### config.mk
export PLATFORM = sky130hd
export DESIGN_NAME = layer_mac_sequencer
export DESIGN_NICKNAME = d
export VERILOG_FILES = /design/src/rtl/layer_seq_pkg.sv /design/src/rtl/acc_requant.sv /design/src/rtl/layer_mac_sequencer.sv
export SDC_FILE = /design/constraint.sdc
export NUM_CORES = 1
export LEC_CHECK = 0
export BUFFER_PORTS_ARGS = -buffer_cell sky130_fd_sc_hd__buf_2
export CAP_MARGIN = 20
export CORE_ASPECT_RATIO = 1.5
export CORE_MARGIN = 2
export CORE_UTILIZATION = 55
export DETAILED_ROUTE_END_ITERATION = 12
export HOLD_SLACK_MARGIN = 0.1
export PLACE_DENSITY_LB_ADDON = 0.3
export SLEW_MARGIN = 20
export SYNTH_ARGS = -nofsm -noshare
export SYNTH_HDL_FRONTEND = slang
export SYNTH_SLANG_ARGS = --single-unit
### constraint.sdc
create_clock -name clk -period 8 [get_ports clk]
set_input_delay 2 -clock clk [delete_from_list [all_inputs] [get_ports clk]]
set_output_delay 2 -clock clk [all_outputs]
set_load 0.01 [all_outputs]
### src/rtl/layer_seq_pkg.sv
// ----------------------------------------------------------------------------
// layer_seq_pkg : shared state encoding, datapath widths and saturation code
// Rev 1.0
// ----------------------------------------------------------------------------
`default_nettype none

package layer_seq_pkg;

  typedef enum logic [2:0] {
    ST_IDLE  = 3'd0,
    ST_LOAD  = 3'd1,
    ST_MAC   = 3'd2,
    ST_DRAIN = 3'd3,
    ST_QUANT = 3'd4,
    ST_OUT   = 3'd5
  } state_e;

  localparam int ACC_W  = 23;
  localparam int PROD_W = 16;
  localparam int BIAS_W = 16;

  localparam logic [7:0] SAT_CODE = 8'd127;

  function automatic logic [ACC_W-1:0] sext16(input logic [15:0] v);
    return {{(ACC_W-16){v[15]}}, v};
  endfunction

endpackage

`default_nettype wire

### src/rtl/acc_requant.sv
// ----------------------------------------------------------------------------
// acc_requant : 23-bit accumulator to unsigned 8-bit ReLU code (0..127)
// Rounding enabled by LAYER_SEQ_ROUND_EN; truncation otherwise.  Rev 1.0
// ----------------------------------------------------------------------------
`default_nettype none

module acc_requant
  import layer_seq_pkg::*;
(
  input  logic [ACC_W-1:0] acc,
  output logic [7:0]       code
);

`ifdef LAYER_SEQ_ROUND_EN
  always_comb begin
    // Exact half (acc[5] set, lower bits clear) rounds down.
    code = acc[13:6] + {7'd0, acc[5] & (|acc[4:0])};
    if (code[7]) begin
      code = SAT_CODE;
    end
    if (acc[ACC_W-1]) begin
      code = 8'd0;
    end else if (|acc[21:13]) begin
      code = SAT_CODE;
    end
  end
`else
  logic unused_lsbs;
  assign unused_lsbs = ^acc[5:0];

  always_comb begin
    code = acc[13:6];
    if (acc[ACC_W-1]) begin
      code = 8'd0;
    end else if (|acc[21:13]) begin
      code = SAT_CODE;
    end
  end
`endif

endmodule

`default_nettype wire

### src/rtl/layer_mac_sequencer.sv
// ----------------------------------------------------------------------------
// layer_mac_sequencer : schedules all neurons of a layer over one shared 8x8 MAC
// Rounding selected by LAYER_SEQ_ROUND_EN (inside acc_requant).  Rev 1.0
// ----------------------------------------------------------------------------
`default_nettype none

module layer_mac_sequencer
  import layer_seq_pkg::*;
#(
  parameter int NUM_INPUTS  = 15,
  parameter int NUM_NEURONS = 16,
  localparam int JW = (NUM_INPUTS > 1) ? $clog2(NUM_INPUTS) : 1,
  localparam int NW = (NUM_NEURONS > 1) ? $clog2(NUM_NEURONS) : 1,
  localparam int WW = (NUM_INPUTS * NUM_NEURONS > 1) ? $clog2(NUM_INPUTS * NUM_NEURONS) : 1
) (
  input  logic              clk,
  input  logic              reset,
  input  logic              start,
  output logic              busy,
  output logic              done,
  output logic [JW-1:0]     act_addr,
  output logic [WW-1:0]     w_addr,
  output logic [NW-1:0]     bias_addr,
  input  logic signed [7:0] act_rdata,
  input  logic signed [7:0] w_rdata,
  input  logic signed [15:0] bias_rdata,
  output logic              out_valid,
  input  logic              out_ready,
  output logic [NW-1:0]     out_idx,
  output logic [7:0]        out_data
);

  localparam logic [JW-1:0] LAST_J = JW'(NUM_INPUTS - 1);
  localparam logic [NW-1:0] LAST_N = NW'(NUM_NEURONS - 1);

  state_e            state_q, state_d;
  logic [NW-1:0]     n_q, n_d;
  logic [JW-1:0]     j_q, j_d;
  logic [WW-1:0]     w_base_q, w_base_d;
  logic [ACC_W-1:0]  acc_q, acc_d;
  logic              out_valid_q, out_valid_d;
  logic [NW-1:0]     out_idx_q, out_idx_d;
  logic [7:0]        out_data_q, out_data_d;
  logic              done_q, done_d;

  logic signed [PROD_W-1:0] prod;
  logic [7:0]               quant_code;

  // Memory data arrives one cycle after its address, so the product
  // consumed in MAC cycle j belongs to index j-1.
  assign prod = act_rdata * w_rdata;

  acc_requant u_requant (
    .acc  (acc_q),
    .code (quant_code)
  );

  always_comb begin
    state_d     = state_q;
    n_d         = n_q;
    j_d         = j_q;
    w_base_d    = w_base_q;
    acc_d       = acc_q;
    out_valid_d = out_valid_q;
    out_idx_d   = out_idx_q;
    out_data_d  = out_data_q;
    done_d      = 1'b0;

    case (state_q)
      ST_IDLE: begin
        // A start coinciding with the done pulse belongs to the finished run.
        if (start && !done_q) begin
          state_d  = ST_LOAD;
          n_d      = '0;
          w_base_d = '0;
        end
      end
      ST_LOAD: begin
        j_d     = '0;
        state_d = ST_MAC;
      end
      ST_MAC: begin
        if (j_q == '0) begin
          acc_d = sext16(bias_rdata);
        end else begin
          acc_d = acc_q + sext16(prod);
        end
        if (j_q == LAST_J) begin
          state_d = ST_DRAIN;
        end else begin
          j_d = j_q + JW'(1);
        end
      end
      ST_DRAIN: begin
        acc_d   = acc_q + sext16(prod);
        state_d = ST_QUANT;
      end
      ST_QUANT: begin
        out_data_d  = quant_code;
        out_idx_d   = n_q;
        out_valid_d = 1'b1;
        state_d     = ST_OUT;
      end
      ST_OUT: begin
        if (out_ready) begin
          out_valid_d = 1'b0;
          if (n_q == LAST_N) begin
            done_d  = 1'b1;
            state_d = ST_IDLE;
          end else begin
            n_d      = n_q + NW'(1);
            w_base_d = w_base_q + WW'(NUM_INPUTS);
            state_d  = ST_LOAD;
          end
        end
      end
      default: begin
        state_d = ST_IDLE;
      end
    endcase
  end

  always_ff @(posedge clk) begin
    if (reset) begin
      state_q     <= ST_IDLE;
      n_q         <= '0;
      j_q         <= '0;
      w_base_q    <= '0;
      acc_q       <= '0;
      out_valid_q <= 1'b0;
      out_idx_q   <= '0;
      out_data_q  <= '0;
      done_q      <= 1'b0;
    end else begin
      state_q     <= state_d;
      n_q         <= n_d;
      j_q         <= j_d;
      w_base_q    <= w_base_d;
      acc_q       <= acc_d;
      out_valid_q <= out_valid_d;
      out_idx_q   <= out_idx_d;
      out_data_q  <= out_data_d;
      done_q      <= done_d;
    end
  end

  assign busy      = (state_q != ST_IDLE);
  assign done      = done_q;
  assign out_valid = out_valid_q;
  assign out_idx   = out_idx_q;
  assign out_data  = out_data_q;

  assign act_addr  = (state_q == ST_MAC)  ? j_q : '0;
  assign w_addr    = (state_q == ST_MAC)  ? (w_base_q + WW'(j_q)) : '0;
  assign bias_addr = (state_q == ST_LOAD) ? n_q : '0;

endmodule

`default_nettype wire

Word level (Yosys, flattened, before mapping)
Cells that the tools add are included.
{"block": "op_classes", "add_sub_neg": 5, "mul": 1, "n_eq_ne": 12, "mux": 25, "n_bitwise": 2, "reduce_logical": 15}
{"op": "8-bit 2-to-1 mux", "n": 6}
{"op": "23-bit case mux with 2 select lines", "n": 1}
{"op": "4-bit 2-to-1 mux", "n": 6}
{"op": "23-bit adder", "n": 1}
{"op": "23-bit 2-to-1 mux", "n": 1}
{"op": "3-bit case mux with 6 select lines", "n": 1}
{"op": "8-bit by 8-bit multiplier with 16-bit output", "n": 1}
{"op": "4-bit case mux with 2 select lines", "n": 2}
{"op": "8-bit case mux with 2 select lines", "n": 1}
{"op": "2-bit != test (second input constant)", "n": 5}
{"op": "3-bit 2-to-1 mux", "n": 3}
{"op": "9-bit OR reduction", "n": 1}
{"op": "4-bit by 1-bit adder with 4-bit output (second input constant)", "n": 2}
{"op": "8-bit by 4-bit adder with 8-bit output", "n": 1}
{"op": "8-bit by 4-bit adder with 8-bit output (second input constant)", "n": 1}
{"op": "4-bit == test (second input constant)", "n": 2}
{"op": "2-bit nonzero test", "n": 4}
{"op": "3-bit by 2-bit == test with 1-bit output (second input constant)", "n": 2}
{"op": "3-bit == test (second input constant)", "n": 2}
{"op": "4-bit zero test", "n": 1}
{"op": "2-bit AND reduction", "n": 2}
{"op": "4-bit AND reduction", "n": 1}
{"op": "3-bit by 1-bit == test with 1-bit output (second input constant)", "n": 1}
{"op": "3-bit zero test", "n": 1}
{"op": "8 further kinds", "n": 11}
{"block": "totals", "regBits": 56, "in_bits": 36, "wordCells": 69}

Depth between registers and ports, before layout
Gate-level depths: netlist of run 1.
{"block": "logic_depth", "ltp_word": 4, "depth_mapped": 29, "mapped_depth_nobuf": 29}

Hierarchy
Synthesis of run 1 repeated with hierarchy kept, for this count alone.
{"block": "hier_totals", "cells_unflattened": 779, "area_unflattened_um2": 6343.6}
{"module": "layer_mac_sequencer", "instances": 1, "cells_each": 761, "area_per_inst_um2": 6219.7}
{"module": "acc_requant", "instances": 1, "cells_each": 18, "area_per_inst_um2": 123.9}

Worst setup path before layout of run 1
No wires, ideal clock.
{"block": "synth_timing", "kind": "in2reg", "start": "input port w_rdata[3]", "end": "register acc_q[22]", "setup_time_ps": 84, "arrival_time_ps": 8103, "t_required_ps": 7916, "slack_ps": -187, "path_stages": 24, "n_path_buf": 0, "cell_sequence": "and2_1 fa_1 inv_1 fa_1 inv_1 fa_1 inv_1 fa_1 inv_1 ha_1 and3_1 a21oi_1 o21ai_1 o41a_1 xnor2_1 ha_1 o211a_1 a221o_1 o2111ai_2 nand4b_1 a31oi_1 xor2_1 o311a_1 o31ai_2"}
{"block": "synth_between", "elab_chain_len": 4}
{"element": "start, declared", "line": "layer_mac_sequencer.sv:25", "text": "input logic signed [7:0] w_rdata,"}
{"element": "8-bit by 8-bit multiplier with 16-bit output *", "line": "layer_mac_sequencer.sv:51", "text": "assign prod = act_rdata * w_rdata;"}
{"element": "23-bit adder *", "line": "layer_mac_sequencer.sv:86, layer_mac_sequencer.sv:95"}
{"element": "23-bit 2-to-1 mux", "line": "layer_mac_sequencer.sv:83", "text": "if (j_q == '0) begin"}
{"element": "23-bit case mux with 2 select lines *", "line": "layer_mac_sequencer.sv:69", "text": "case (state_q)"}
{"element": "end signal, assigned", "line": "layer_mac_sequencer.sv:129", "text": "acc_q <= '0;"}
{"element": "end signal, assigned", "line": "layer_mac_sequencer.sv:139", "text": "acc_q <= acc_d;"}
{"element": "end, declared", "line": "layer_mac_sequencer.sv:40", "text": "logic [ACC_W-1:0] acc_q, acc_d;"}
Mark *: on every way between the ends. The rest lies on a longest branch, timed or not.
A chain may end at the register's enable or synchronous reset.

Final worst setup path of run 1
{"block": "layout_timing", "start": "input port w_rdata[7]", "end": "register acc_q[22]"}
Same word-level chain as after synthesis.

==> summary.txt, run 1 <==
Global route
  • Met3 global-route usage: 0.0335
  • GR peak layer: met2
  • First-pass GRT wire length: approximately 27000 µm
  • Grt total ovfl: 0
  • Met2 usage: 0.530
  • GR met1 Demand/Resource: 0.275
  • Largest net degree at the start of global routing: 47
  • Initial antenna violation count: 0
  • Vias in the first global route: 5896
  • GRT Total Usage: 0.267

Run
  • Max Cap Viol: 0

Detailed routing
  • DRT antenna net count: 0
  • Via count: between 5000 and 6000
  • Total Wirelength: 15600 µm
  • DR WL/cell: around 15 µm
  • Via density: roughly 5.6
  • DRT Pass-1 Iters: 6
  • Post-route DRC: 0
  • Initial drt markers: 240

Cells and area
  • Area Growth Syn to Fin: 16.0%
  • Fin area: 7290 µm²
  • Commonest non-fill, non-tap cell in the layout: inv_1
  • Nets@finish: 1016
  • Ant diodes: 0
  • Most frequent cells in the layout: inv_1 (94), nor2_1 (87), buf_2 (63)
  • Non-filler cells, final: 1010
  • Fillers: approximately 930
  • Layout cells sized above 1: 0.184

Yosys
  • Synth Instances: 768
  • Synth area leaders: fa_1 (18%), dfxtp_1 (18%), ha_1 (12%), inv_1 (5.8%), and2_1 (5.3%)
  • Synth top area share: 0.182
  • Mean Syn Cell Area: between 8 and 9 µm²
  • Synth warnings: 0
  • Mapped cell area: ~6300 µm²
  • Synth Register Bits: 56
  • Mapped Nets: ~900
  • Post-synth EDFFs: 0
  • Post-synth top area cell: fa_1
  • Seq/Total Area, Yosys: 0.178
  • Synth async-reset ratio: 0
  • Cell variety after synth: 63
  • Top_reg_cell synth: dfxtp_1

Placed design
  • Placed cell count: around 1000
  • Port Buf Inserts: 66
  • Detailed-placement wirelength estimate: 12700 µm
  • Gpl congestion: 0.944
  • Placed Instance Area: 6990 µm²

Power
  • Clk network pwr share: 0.066
  • Peak supply drop: about 0.00034 V
  • Pwr Density: 486 nW/µm²
  • Leakage Power: approximately 3.5 nW
  • Switching Fraction: 0.510
  • Internal: roughly 1.7 mW
  • Power share of the sequential group: 0.125
  • Psw: ~1.8 mW
  • Comb pwr share: 0.809

STA
  • Max Freq: around 130 MHz
  • Worst clock skew: 13.8 ps
  • Post-layout minimum cycle time: 7780 ps
  • Final Setup Violations: 0
  • Final Hold Viols: 0
  • Final Max Slew Viols: 0
  • Worst relative slew slack: 0.354
  • Measured slew at the worst slew-check pin: approximately 970 ps
  • Final Cycle Share: 0.972

Floorplan
  • FP Rows: 47
  • DIE HEIGHT: 135 µm
  • Die span in x: approximately 91 µm
  • Starting Density: 0.565
  • Core Area: 11100 µm²
  • I/O pins: 67
  • Die area: 12300 µm²

Clock network
  • Clock Pin Slew Worst Setup and Hold Paths: about 80 ps
  • CTS H-tree depth: 2
  • Num CTS Buffers: 5
  • Hold buffer count at CTS: 0
  • CTS Sinks: 56
  • Maximum clock path buffer count: 2
  • Clock Tree Root: clkbuf_16
  • Worst skew pair latency: between 300 and 400 ps
  • CTS tree: built

Worst setup path
  • Setup CP Type: in -> reg
  • CP Capture Type: flop
  • Crit path launch type: input port
  • Reg-to-reg setup timing slack: 5040 ps
  • WP data required: 8230 ps
  • CP max FO: 6
  • Arrival @ worst endpoint: 8000 ps

Worst hold path
  • HP Class: reg -> reg

Status
  • Outcome: complete, no violations
[flip-flops by register name, indices dropped and copies added, names as in the netlist]
name       cells
acc_q         23
out_data       8
w_base_q       8
j_q            4
n_q            4
out_idx        4
state_q        3
done           1
out_valid      1
[metrics by stage]
stage | worst slack [ps] | power [mW] | setup TNS [ps] | hold slack, ps | utilization
2_1_floorplan | 13.6 | 2.41 | 0 | 436 | -
3_3_place_gp | -56.4 | 3.02 | -56.4 | 445 | 0.629
3_5_place_dp | -142 | 3.14 | -189 | 448 | 0.629
4_1_cts | 162 | 3.39 | 0 | 459 | 0.643
5_1_grt | -9.91 | 3.88 | -9.91 | 483 | 0.656
6_report | 222 | 3.54 | 0 | 455 | 0.656
[worst max-delay path, cell delays in order]
cell	delay [ps]
buf_2	130
buf_4	150
nor2b_1	140
fa_1	560
fa_1	460
fa_1	560
inv_1	60
fa_1	540
inv_1	50
ha_1	230
o41ai_2	380
o21ai_1	140
o41a_1	420
xnor2_2	170
ha_1	320
buf_4	150
a221o_1	380
o2111ai_2	220
nand4b_1	120
a31oi_1	200
xor2_1	110
o311a_1	360
o31ai_2	160
[power by group through the flow]
| stage | sequential, mW | combinational (mW) | clock, mW |
|---|---|---|---|
| after floorplan | 0.407 | 2.00 | 0 |
| after detailed placement | 0.447 | 2.69 | 0 |
| final | 0.442 | 2.87 | 0.233 |
| after global routing | 0.455 | 3.18 | 0.247 |
| after CTS | 0.442 | 2.71 | 0.236 |
| after global placement | 0.443 | 2.58 | 0 |
[Yosys cell counts, drive strengths merged, types with 2 or more instances]
library cell and instances:
ha 61, a31oi 3, dfxtp 56, nand3b 2
buf 5, nor2b 11, o211ai 6, or3 4
a21o 12, nand4 2, o41ai 2, clkbuf 18
nor4 4, o21a 6, nand2b 9, o22ai 2
o31ai 2, a21oi 46, a311oi 8, nand2 61
nand4b 2, nor2 88, and2 54, fa 57
a211o 4, inv 97, or2 2, and3 5
nor3b 2, xnor2 26, o21bai 5, nand3 17
xor2 16, nor3 23, a211oi 17, o311a 2
o21ai 17, o211a 2
[cells by family (layout without fill, tap and decap cells)]
group / Yosys count / after routing / synth area share
buffers and inverters: 120 / 215 / 0.0764
xor gates and xnor gates: 42 / 42 / 0.0585
DFF: 56 / 56 / 0.178
AOI/OAI and AO/OA: 142 / 142 / 0.157
and+or+nand+nor: 288 / 288 / 0.223
adders and majority gates: 118 / 118 / 0.303
muxes: 2 / 2 / 0.00338
[worst paths after layout]
kind         startpoint          to  cells after the start
max          w_rdata[7]   acc_q[22]                     23
min          out_idx[1]  out_idx[1]                      2
max reg2reg    acc_q[0]   acc_q[22]                     11
min reg2reg  out_idx[1]  out_idx[1]                      2
[layer usage]
layer  part of all wire  vias up
met5                  0        -
met4              0.045        0
met3              0.031       50
met2               0.55      141
met1               0.37     2673
li1                   -     2743
[repair_timing]
action                                  CTS  global route
gates resized for setup                   0            29
endpoints found under the setup margin    0             5
buffers inserted                          0             4
hold endpoints to repair                  0             0
[final cells by class]
cell class	instances	area (µm²)	area share
Multi-Input combinational cell	592	4800	0.658
Sequential cell	56	1120	0.154
Timing Repair Buffer	110	668	0.0917
Inverter	97	364	0.0499
Tap cell	147	184	0.0252
Clock buffer	5	125	0.0172
Clock inverter	3	27.5	0.00378
(Power assumes the default switching activity.)
==> inputs of run 2 (changes only) <==
==> constraint.sdc (replaced) <==
create_clock -name clk -period 8.1 [get_ports clk]
set_input_delay 2.025 -clock clk [delete_from_list [all_inputs] [get_ports clk]]
set_output_delay 2.025 -clock clk [all_outputs]
set_load 0.01 [all_outputs]
==> run 2 against run 1 <==
Effect of this change: flip-flop and latch count is the same; final cell count down 1.7%; first-iteration DRC count is 17% higher; setup slack worse by 46 ps; clock power down 3%; global-route usage is 0.74 points lower; largest cell class unchanged.
==> summary.txt, run 2 (synthesized netlist as in run 1, its figures left out) <==
STA
  • Final Setup Violations: 0
  • Final Max Slew Viols: 0
  • Worst clock skew: 8.95 ps
  • Measured slew at the worst slew-check pin: 1010 ps
  • Hold Slack: approximately 460 ps
  • Post-layout minimum cycle time: 7920 ps
  • Worst relative slew slack: 0.327
  • Max Freq: 126 MHz
  • Final Cycle Share: 0.978
  • Final Hold Viols: 0
  • Setup TNS: 0 ps
  • Setup ws final: around 180 ps

Clock network
  • # resized after CTS: 0
  • Maximum clock path buffer count: 2
  • # Post-CTS Setup Buffers: 0
  • Worst skew pair latency: 300 ps
  • CTS tree: built
  • Num CTS Buffers: 5
  • Clock Tree Root: clkbuf_16
  • Clock Pin Slew Worst Setup and Hold Paths: roughly 80 ps
  • CTS H-tree depth: 2
  • CTS Sinks: 56
  • Hold buffer count at CTS: 0

Power
  • Switching Fraction: 0.518
  • Power share of the sequential group: 0.129
  • Total chip power: 3.38 mW
  • Peak supply drop: 0.000329 V
  • Psw: around 1.8 mW
  • Comb pwr share: 0.804
  • Pwr Density: 475 nW/µm²
  • Leakage Power: around 3.4 nW
  • Internal: about 1.6 mW
  • Clk network pwr share: 0.067

Cells and area
  • Sequential cell area: between 1000 and 1500 µm²
  • Most frequent cells in the layout: inv_1 (96), nor2_1 (87), buf_2 (64)
  • Top reg by flops: acc_q
  • Area Growth Syn to Fin: 13.1%
  • Fin area: 7110 µm²
  • Final core occ: 0.639
  • Fillers: around 900
  • Max reg flops: 23
  • Non-filler cells, final: 993
  • Area occupied by multi-input gates: 4750 µm²
  • Ant diodes: 0
  • Layout cells sized above 1: 0.151
  • Nets@finish: roughly 1000
  • Commonest non-fill, non-tap cell in the layout: inv_1

Worst setup path
  • Crit path launch type: input port
  • CP Capture Type: flop
  • Path depth of the worst reg2reg path: 11
  • Reg2reg start: acc_q[0]
  • Setup CP Type: in -> reg
  • Reg-to-reg setup timing slack: 5130 ps
  • CP max FO: 8
  • Arrival @ worst endpoint: around 8000 ps
  • R2R Path End: acc_q[12]
  • WP data required: 8320 ps
  • Crit path from: w_rdata[5]

Floorplan
  • DIE HEIGHT: 135 µm
  • FP Rows: 47
  • Die area: 12300 µm²
  • I/O pins: 67
  • Core Area: 11100 µm²
  • Die span in x: 91.3 µm
  • Starting Density: 0.565

Detailed routing
  • Via count: about 5600
  • DR top layer: met4
  • Via density: approximately 5.6
  • Routed met3 length: 539 µm
  • Initial drt markers: 281
  • DRT antenna net count: 0
  • Total Wirelength: 15200 µm
  • DR WL/cell: between 15 and 20 µm
  • Met1 WL: 5490 µm
  • DRT Pass-1 Iters: 5
  • Met2 WL: 8470 µm
  • Post-route DRC: 0

Global route
  • Grt total ovfl: 0
  • GRT Total Usage: 0.260
  • Vias in the first global route: 5721
  • Largest net degree at the start of global routing: 47
  • Initial antenna violation count: 0
  • First-pass GRT wire length: 26100 µm

Placed design
  • Placed cell count: 985
  • Setup Slack @ Placement: -179 ps
  • Detailed-placement wirelength estimate: 12300 µm
  • Port Buf Inserts: 66
  • Placed Instance Area: 6900 µm²
  • Gpl congestion: 0.950

Run
  • Max Cap Viol: 0

Worst hold path
  • Hold EP: out_idx[0]
  • HP Class: reg -> reg
  • Hold Crit Start: out_idx[0]
  • Hold depth: 2

Status
  • Outcome: complete, no violations
-- run 2: worst max-delay path by stage --
stage,endpoint,slack (ps),cells past startpoint
floorplan,acc_q[22],90,24
global placement,acc_q[22],30,27
detailed placement,acc_q[22],-180,27
CTS,acc_q[21],110,27
global route,acc_q[22],-20,26
finish,acc_q[22],180,25
-- run 2: critical path: stages --
cell and delay [ps]:
clkbuf_4 180, nand2_1 90, fa_1 530, fa_1 560, inv_1 70, fa_1 550
inv_1 60, fa_1 540, inv_1 70, ha_4 250, o21ai_2 60, nor2_2 70
o41ai_2 360, o21ai_1 140, o41a_1 420, xnor2_2 280, ha_4 260, o211a_1 140
a221o_1 360, o2111ai_2 220, nand4b_1 120, a31oi_1 170, xor2_1 100, o311a_1 340
o31ai_2 160
-- run 2: cell type report --
type                            count  share of cell area
Multi-Input combinational cell    592               0.668
Inverter                           97              0.0512
Tap cell                          147              0.0259
Clock inverter                      3             0.00387
Sequential cell                    56               0.158
Timing Repair Buffer               93              0.0757
Clock buffer                        5              0.0176
-- run 2: routing by layer --
| metal | GRT usage | vias up |
|---|---|---|
| met4 | 0.128 | 0 |
| met1 | 0.268 | 2640 |
| met2 | 0.508 | 156 |
| met3 | 0.0313 | 57 |
| met5 | 0 | - |
| li1 | - | 2710 |
-- run 2: power by group through the flow --
stage | Combinational (mW) | Sequential, mW | Clock, mW
after global placement | 2.49 | 0.437 | 0
after floorplan | 1.98 | 0.402 | 0
after detailed placement | 2.59 | 0.440 | 0
after global routing | 3.00 | 0.449 | 0.240
final | 2.71 | 0.436 | 0.226
after CTS | 2.62 | 0.434 | 0.233
==> inputs of run 3 (changes only) <==
--- a/config.mk
+++ b/config.mk
@@ -5,6 +5,7 @@
 export SDC_FILE = /design/constraint.sdc
 export NUM_CORES = 1
 export LEC_CHECK = 0
+export ABC_AREA = 1
 export BUFFER_PORTS_ARGS = -buffer_cell sky130_fd_sc_hd__buf_2
 export CAP_MARGIN = 20
 export CORE_ASPECT_RATIO = 1.5
==> run 3 against run 2 <==
Effect of this change: count of clock-buffer cells in the layout is 1 higher; design area increased by 1.6%; largest cell class unchanged; highest routed layer unchanged; sequential power decreased by 5.3%; largest power group unchanged; global-route usage shrank 0.97 points.
==> summary.txt, run 3 <==
Placed design
  • Placed Instance Area: 7080 µm²
  • Gpl congestion: 1.03
  • Detailed-placement wirelength estimate: 13100 µm
  • Placed cell count: 1180
  • Port Buf Inserts: 66

Clock network
  • CTS Sinks: 56
  • CTS tree: built
  • Num CTS Buffers: 5
  • # resized after CTS: 0
  • Clock Tree Root: clkbuf_16
  • Worst skew pair latency: 290 ps
  • CTS H-tree depth: 2
  • Clock Pin Slew Worst Setup and Hold Paths: 70 ps
  • Maximum clock path buffer count: 2
  • Hold buffer count at CTS: 0
  • # Post-CTS Setup Buffers: 0

Floorplan
  • Starting Density: 0.561
  • Core Area: about 12000 µm²
  • I/O pins: between 60 and 70
  • Die area: 13000 µm²
  • Die span in x: 93.9 µm
  • FP Rows: slightly below 50
  • DIE HEIGHT: 139 µm

Detailed routing
  • DRT antenna net count: 0
  • Met1 WL: between 6000 and 7000 µm
  • Routed met3 length: 487 µm
  • Via density: approximately 5.2
  • DR WL/cell: 13.2 µm
  • Initial drt markers: slightly above 300
  • DR top layer: met4
  • DRT Pass-1 Iters: 5
  • Post-route DRC: 0
  • Via count: 6213
  • Met2 WL: 8400 µm
  • Total Wirelength: 15700 µm

Power
  • Leakage Power: 3.95 nW
  • Pwr Density: 399 nW/µm²
  • Peak supply drop: 0.000203 V

Yosys
  • Synth cell count leaders: inv_1 (216), nand2_1 (208), a21oi_1 (83)
  • Synth async-reset ratio: 0
  • Synth Instances: 988
  • Count leader, synth: inv_1
  • Cell variety after synth: 39
  • Synth warnings: 0
  • Synth area leaders: fa_1 (17%), dfxtp_1 (17%), inv_1 (12%), nand2_1 (12%), ha_1 (11%)
  • Mean Syn Cell Area: 6.75 µm²
  • Mapped Nets: 1142
  • Post-synth EDFFs: 0
  • Post-synth top area cell: fa_1
  • Mapped cell area: 6670 µm²
  • Seq/Total Area, Yosys: 0.168
  • Synth Register Bits: 56
  • Synth top area share: 0.171
  • Top_reg_cell synth: dfxtp_1

Global route
  • GRT Total Usage: 0.250
  • First-pass GRT wire length: around 27000 µm
  • Largest net degree at the start of global routing: 32
  • Initial antenna violation count: 0
  • Vias in the first global route: around 6200
  • Grt total ovfl: 0

STA
  • Setup TNS: 0 ps
  • Final Setup Violations: 0
  • Final Cycle Share: 0.910
  • Post-layout minimum cycle time: 7370 ps
  • Measured slew at the worst slew-check pin: between 600 and 700 ps
  • Setup repair after global routing missed its margin: no
  • Final Max Slew Viols: 0
  • Final Hold Viols: 0
  • Worst relative slew slack: 0.541
  • Max Freq: about 140 MHz
  • Worst clock skew: 5.93 ps

Worst setup path
  • Setup CP Type: in -> reg
  • Crit path launch type: input port
  • Reg2reg start: acc_q[0]
  • CP max FO: 10
  • Crit path from: w_rdata[2]
  • Critical path buffers and inverters: 7
  • Critical path's slowest cell: fa_1
  • Cell family with most CP delay: adder cells
  • WP data required: a little over 8000 ps
  • Arrival @ worst endpoint: 7550 ps
  • Max incr delay on CP: about 600 ps
  • CP Capture Type: flop

Worst hold path
  • HP Class: reg -> reg
  • Hold Crit Start: out_data[7]

Cells and area
  • Area Growth Syn to Fin: 8.26%
  • Sequential cell area: 1120 µm²
  • Area occupied by multi-input gates: 4590 µm²
  • Layout cells sized above 1: 0.0957
  • Top reg by flops: acc_q
  • Final core occ: 0.607
  • Most frequent cells in the layout: inv_1 (216), nand2_1 (208), a21oi_1 (83)
  • Non-filler cells, final: 1187
  • Ant diodes: 0
  • Max reg flops: 23
  • Commonest non-fill, non-tap cell in the layout: inv_1
  • Nets@finish: ~1200
  • Fin area: 7220 µm²
  • Fillers: around 1200

Status
  • Outcome: complete, no violations

Run
  • Max Cap Viol: 0
run 3: worst paths after layout:
kind	endpoint	slack [ps]	cells after the start
hold reg to reg	out_data[7]	430	2
setup reg to reg	acc_q[16]	5730	10
hold / removal	out_data[7]	430	2
setup / recovery	acc_q[21]	730	27
run 3: final cells by class:
class / count / share of cell area
clock buffers: 6 / 0.0179
clock inverters: 1 / 0.000693
inverters: 224 / 0.116
multi-input cells: 679 / 0.635
flip-flops and latches: 56 / 0.155
well taps: 153 / 0.0265
repair buffers: 68 / 0.0478
run 3: logic make-up after synthesis:
kind of cell	count (synthesis)	share of synthesized area
flops	56	0.168
buf+inv	253	0.144
xor+xnor	15	0.0197
simple gates	379	0.243
fa+ha+maj	118	0.286
compound gates	167	0.140
run 3: worst min-delay path, stage by stage, from the launching register on:
cell,delay (ps)
dfxtp_1,310
nand2_1,60
nor2_1,30
run 3: routing by layer:
layer,vias to the layer above,global-route usage
met5,-,0
met3,35,0.0120
met1,2862,0.280
met2,137,0.474
li1,3179,-
met4,0,0.113
run 3: report_power, final:
group          internal, mW  leakage (nW)  switching [mW]  total, mW
combinational         0.804          3.43            1.46       2.26
sequential            0.344         0.455          0.0697      0.413
clock                 0.113        0.0667          0.0950      0.208
run 3: through the flow:
stage	power (mW)	hold WS, ps	setup WS [ps]
2_1_floorplan	2.19	450	947
3_3_place_gp	2.62	423	537
3_5_place_dp	2.66	425	417
4_1_cts	2.88	436	735
5_1_grt	3.23	471	145
6_report	2.88	434	728
